## src/rtl/icache.sv

```systemverilog
// Direct-mapped, read-only instruction cache answering fetch with 1-cycle hits.
// Misses refill a whole aligned line from backing memory one beat per req/ack handshake.
module icache #(
    parameter int LINE_WORDS = 4,
    parameter int NUM_LINES  = 16
) (
    input  logic        clk,
    input  logic        rstn,
    input  logic        read_enb,
    input  logic [31:0] read_addr,
    output logic [31:0] inst_out,
    output logic        inst_valid,
    output logic        busy,
    input  logic        flush,
    output logic        mem_req,
    output logic [31:0] mem_addr,
    input  logic        mem_ack,
    input  logic [31:0] mem_rdata
);

    localparam int OFF_W = $clog2(LINE_WORDS);
    localparam int IDX_W = $clog2(NUM_LINES);
    localparam int TAG_W = 32 - OFF_W - IDX_W;

    typedef enum logic [1:0] {
        ST_IDLE,
        ST_REFILL,
        ST_RESPOND
    } state_t;

    state_t                 r_state;
    logic [NUM_LINES-1:0]   r_valid;
    logic [TAG_W-1:0]       r_tag  [NUM_LINES];
    logic [31:0]            r_data [NUM_LINES][LINE_WORDS];
    logic [IDX_W-1:0]       r_req_idx;
    logic [OFF_W-1:0]       r_req_off;
    logic [OFF_W-1:0]       r_beat;
    logic                   r_flush_pend;

    logic [OFF_W-1:0]       w_off;
    logic [IDX_W-1:0]       w_idx;
    logic [TAG_W-1:0]       w_tag;
    logic                   w_hit;
    logic                   w_miss;
    logic                   w_beat_done;

    assign w_off       = read_addr[OFF_W-1:0];
    assign w_idx       = read_addr[OFF_W+IDX_W-1:OFF_W];
    assign w_tag       = read_addr[31:OFF_W+IDX_W];
    assign w_hit       = (r_state == ST_IDLE) & read_enb & r_valid[w_idx]
                         & (r_tag[w_idx] == w_tag) & ~flush;
    assign w_miss      = (r_state == ST_IDLE) & read_enb & ~w_hit;
    assign w_beat_done = (r_state == ST_REFILL) & mem_req & mem_ack;
    assign busy        = (r_state != ST_IDLE) | (read_enb & ~w_hit);

    // Line storage carries no reset; the valid bits alone decide what is usable.
    always_ff @(posedge clk) begin
        if (rstn) begin
            if (w_miss) begin
                r_tag[w_idx] <= w_tag;
            end
            if (w_beat_done) begin
                r_data[r_req_idx][r_beat] <= mem_rdata;
            end
        end
    end

    always_ff @(posedge clk) begin
        if (!rstn) begin
            r_state      <= ST_IDLE;
            r_valid      <= '0;
            r_req_idx    <= '0;
            r_req_off    <= '0;
            r_beat       <= '0;
            r_flush_pend <= 1'b0;
            inst_out     <= 32'd0;
            inst_valid   <= 1'b0;
            mem_req      <= 1'b0;
            mem_addr     <= 32'd0;
        end else begin
            case (r_state)
                ST_IDLE: begin
                    inst_valid <= 1'b0;
                    if (flush) begin
                        r_valid <= '0;
                    end
                    if (w_hit) begin
                        inst_out   <= r_data[w_idx][w_off];
                        inst_valid <= 1'b1;
                    end else if (read_enb) begin
                        // The victim line is invalidated now so a half-written line is never hit.
                        r_valid[w_idx] <= 1'b0;
                        r_req_idx      <= w_idx;
                        r_req_off      <= w_off;
                        r_beat         <= '0;
                        mem_addr       <= {read_addr[31:OFF_W], {OFF_W{1'b0}}};
                        mem_req        <= 1'b1;
                        r_state        <= ST_REFILL;
                    end
                end
                ST_REFILL: begin
                    inst_valid <= 1'b0;
                    if (flush) begin
                        r_flush_pend <= 1'b1;
                    end
                    if (w_beat_done) begin
                        r_beat   <= r_beat + 1'b1;
                        mem_addr <= mem_addr + 32'd1;
                        if (r_beat == OFF_W'(LINE_WORDS - 1)) begin
                            mem_req <= 1'b0;
                            r_state <= ST_RESPOND;
                        end
                    end
                end
                ST_RESPOND: begin
                    inst_out     <= r_data[r_req_idx][r_req_off];
                    inst_valid   <= 1'b1;
                    r_flush_pend <= 1'b0;
                    r_state      <= ST_IDLE;
                    if (r_flush_pend | flush) begin
                        r_valid <= '0;
                    end else begin
                        r_valid[r_req_idx] <= 1'b1;
                    end
                end
                default: begin
                    r_state <= ST_IDLE;
                end
            endcase
        end
    end

endmodule

```

## config.mk

```make
export PLATFORM = sky130hd
export DESIGN_NAME = icache
export DESIGN_NICKNAME = d
export VERILOG_FILES = /design/src/rtl/icache.sv
export SDC_FILE = /design/constraint.sdc
export NUM_CORES = 2
export LEC_CHECK = 0
export CAP_MARGIN = 0
export CORE_ASPECT_RATIO = 1.75
export CORE_UTILIZATION = 50
export DETAILED_ROUTE_END_ITERATION = 12
export PLACE_DENSITY = 0.62
export SLEW_MARGIN = 10
export SYNTH_ARGS = -nofsm -noshare
export SYNTH_HDL_FRONTEND = slang
export SYNTH_SLANG_ARGS = --single-unit
```

## constraint.sdc

```tcl
create_clock -name clk -period 7.7 [get_ports clk]
set_input_delay 1.54 -clock clk [delete_from_list [all_inputs] [get_ports clk]]
set_output_delay 1.54 -clock clk [all_outputs]
set_load 0.005 [all_outputs]
```

==> results.py <==
metrics = {
    "clocking": {
        "cts_setup_buffers": 0,
        "hold_buffers": 0,
        "htreeDepth": 4,
        "clkTransAtPathRegs_ns": 0.06,
        "cts_buffer_depth": 4,
        "cts_resized": 0,
        "root_buffer": "clkbuf_16",
        "worstSkewPairLatency_ns": 0.91,
        "cts_tree": "yes",
        "cts_buffers": 234,
        "cts_sinks": 2561,
    },
    "synthesis": {
        "synth_area_per_cell_sq_um": 21.7,
        "postSynthCellCount": 5343,
        "synth_cell_types": 74,
        "synth_area_sq_um": 116000,
        "yosys.area.top_type": "edfxtp_1",
        "postSynth.asyncResetShare_pct": 0,
        "synth_top_flop_cell": "edfxtp_1",
        "synth.top_cells.by_area": "edfxtp_1 (64%), mux4_2 (27%), dfxtp_1 (1.7%)",
        "yosysWarnings": 0,
        "yosysMostFrequentCell": "edfxtp_1",
        "synthesis.nets": 5421,
        "ys_seq_elements": 2561,
        "synth_edf_count": 2464,
        "synth-seq-area-share_pct": 65.6,
        "synth_top_area_share_pct": 63.9,
        "ys_top_cells_by_count": "edfxtp_1 (2464), mux4_2 (1412), clkbuf_1 (238)",
    },
    "critical_path": {
        "critPathBufInv": 3,
        "setup.worst_path.start": "read_addr[19]",
        "reg2reg_depth": 14,
        "slowest_delay_ns": 1.24,
        "crit_top_cell": "clkdlybuf4s50_1",
        "r2r_end": "r_tag[15][2]$_DFFE_PP_",
        "startpoint_type": "primary input",
        "worstPathRequired_ns": 6.16,
        "slowest_stage": "clkdlybuf4s50_1",
        "critPathMaxFanout": 23,
        "worstSetupEndpointType": "primary output",
        "ff2ff_setup_slack_ns": 2.99,
        "crit_family": "buffers and inverters",
        "r2r-start": "r_state[1]$_SDFFE_PN0P_",
        "cp.arrival_ns": 5.52,
        "crit_end": "busy",
        "path_depth": 10,
        "critical_path.cell_chain": "clkdlybuf4s50_1 > inv_1 > a31o_1 > a21oi_1 > o2111ai_1 > a2111oi_0 > nand2b_1 > nor4_4 > nor2_1 > clkdlybuf4s50_1",
        "crit_type": "primary input to primary output",
    },
    "outcome": {
        "status": "finished, final reports clean",
    },
    "final_layout": {
        "n_fill_cell": 17116,
        "post-route-util_pct": 56.2,
        "syn2layout_area_growth_pct": 11.7,
        "final_nets": 5610,
        "final_cells": 8784,
        "drive_above_1_share_pct": 37.1,
        "finalInstanceArea_sq_um": 129000,
    },
    "timing": {
        "tns_ns": 0,
        "fin_crit_sh_pct": 91.7,
        "fin_ws_ns": 0.637,
        "fmax_ghz": 0.142,
        "hold_viol_final": 0,
        "drv_slew": 0,
        "final.min_clock_period_ns": 7.06,
        "tightest_slew_ns": 1.41,
        "rsz0062_at_grt": "false",
        "slew_headroom_pct": 5.64,
        "skew_ns": 0.0461,
        "setup_viol": 0,
    },
    "die": {
        "start_util_pct": 50.3,
        "io_pins": 136,
        "rows": 233,
        "dieWidth_um": 366,
        "design.die.area_sq_um": 234000,
        "core_region_area_sq_um": 230000,
        "die_h_um": 639,
    },
    "drt": {
        "drt_wl_total_mm": 372,
        "drc_errors": 0,
        "dr.pass1.iters": 6,
        "drt-initial-drc-count": 8147,
        "wl_per_cell_um": 42.3,
        "ant_nets": 0,
        "vias_per_cell": 7.16,
        "vias": 62862,
    },
    "global_routing": {
        "overflow": 0,
        "antenna_found_initial": 22,
        "first_global_vias": 64530,
        "gr-usage-all-layers_pct": 32.0,
        "grt_max_degree": 134,
        "grt_pass1_wl_mm": 514,
    },
    "placement": {
        "gp_congestion": 0.853,
        "portBuffers": 135,
        "dp.cells": 8351,
        "pre_cts_slack_ns": 0.675,
        "place_area_sq_um": 122000,
        "dp_hpwl_mm": 209,
    },
    "power": {
        "power_density_nw_per_um2": 230,
        "peakVddDrop_mv": 0.191,
        "leakagePower_nw": 38.9,
    },
    "worst_hold_path": {
        "hold_path.class": "flop to flop",
    },
    "job": {
        "drv_cap": 0,
    },
}
==> kinds of logic (layout without fill, tap and decap cells) <==
kind of cell / count (synthesis) / after routing / share of synthesized area (%)
AOI/OAI and AO/OA: 281 / 281 / 1.70
xor gates and xnor gates: 27 / 27 / 0.204
adders and majority gates: 9 / 9 / 0.0972
buffers and inverters: 438 / 815 / 1.59
DFF: 2561 / 2561 / 65.6
muxes: 1571 / 1571 / 28.8
other: 0 / 9 / 0
and+or+nand+nor: 456 / 456 / 2.01
==> area by class of cell <==
| class | instances | area (sq um) | area share (%) |
|---|---|---|---|
| multi-input combinational | 2344 | 38600 | 29.8 |
| inverter | 15 | 65.1 | 0.0503 |
| timing repair buffer | 376 | 3350 | 2.59 |
| antenna | 9 | 22.5 | 0.0174 |
| sequential | 2561 | 76000 | 58.7 |
| clock inverter | 130 | 1320 | 1.02 |
| tap | 3055 | 3820 | 2.95 |
| clock buffer | 294 | 6340 | 4.90 |
==> sequential cells by signal, indices dropped and copies added (netlist names), named ones only <==
| register | cells |
|---|---|
| r_state | 2 |
| r_tag | 416 |
| mem_req | 1 |
| r_req_off | 2 |
| r_valid | 16 |
| mem_addr | 32 |
| r_flush_pend | 1 |
| inst_valid | 1 |
| r_req_idx | 4 |
| r_data | 2048 |
| r_beat | 2 |
| inst_out | 32 |
==> worst register-to-register path, cell delays in order, from the launching register on <==
cell	delay (ns)
dfxtp_1	0.35
inv_1	0.12
ha_1	0.26
nand2_1	0.28
a31o_1	0.28
a21oi_1	0.16
o2111ai_1	0.18
a2111oi_0	0.76
nand2b_1	0.23
nor4_4	0.29
buf_4	0.44
nor2_1	0.29
buf_4	0.25
and4_1	0.22
buf_4	0.30
==> cell usage in the layout (no fill, tap or decap), drive strengths merged, types with 21 or more instances in the layout <==
master / n
mux2i: 156
o211ai: 29
mux4: 1412
dfxtp: 97
xor2: 21
edfxtp: 2464
a22oi: 27
inv: 21
nand3: 108
and4: 22
clkinv: 81
nand2: 81
clkbuf: 294
a21o: 32
clkdlybuf4s50: 97
bufinv: 26
o21ai: 29
buf: 279
nor2: 119
a21oi: 64
nand4: 21
==> metrics by stage <==
stage          power [W]  hold WS (ns)
2_1_floorplan     0.0173         0.460
3_3_place_gp      0.0182         0.454
3_5_place_dp      0.0182         0.460
4_1_cts           0.0299         0.470
5_1_grt           0.0305         0.481
6_report          0.0298         0.469
==> routing by layer <==
metal,routed length [um],global-route usage [%],share of wire [%],up-vias
met5,326,0.641,0.088,-
met4,23200,17.4,6.2,20
li1,-,-,-,23967
met2,191000,54.4,51,3433
met1,128000,39.4,34,34584
met3,29100,5.07,7.8,858
==> power by group <==
| group | leakage (nW) | internal, W | switching (W) | total, W |
|---|---|---|---|---|
| logic | 12.3 | 0.00115 | 0.00132 | 0.00247 |
| registers | 22.9 | 0.0153 | 0.0000915 | 0.0154 |
| clock network | 3.73 | 0.00668 | 0.00525 | 0.0119 |
==> how the worst min path moves through the flow <==
stage | endpoint | from | cells past startpoint | slack, ns
after global routing | inst_out[3]$_SDFFE_PN0P_ | inst_out[3]$_SDFFE_PN0P_ | 2 | 0.48
after floorplan | inst_out[0]$_SDFFE_PN0P_ | inst_out[0]$_SDFFE_PN0P_ | 2 | 0.46
after detailed placement | inst_out[31]$_SDFFE_PN0P_ | inst_out[31]$_SDFFE_PN0P_ | 2 | 0.46
after CTS | inst_out[11]$_SDFFE_PN0P_ | inst_out[11]$_SDFFE_PN0P_ | 2 | 0.47
after global placement | inst_out[3]$_SDFFE_PN0P_ | inst_out[3]$_SDFFE_PN0P_ | 2 | 0.45
final | inst_out[11]$_SDFFE_PN0P_ | inst_out[11]$_SDFFE_PN0P_ | 2 | 0.47
No activity file was read; power rests on OpenSTA's default activity.
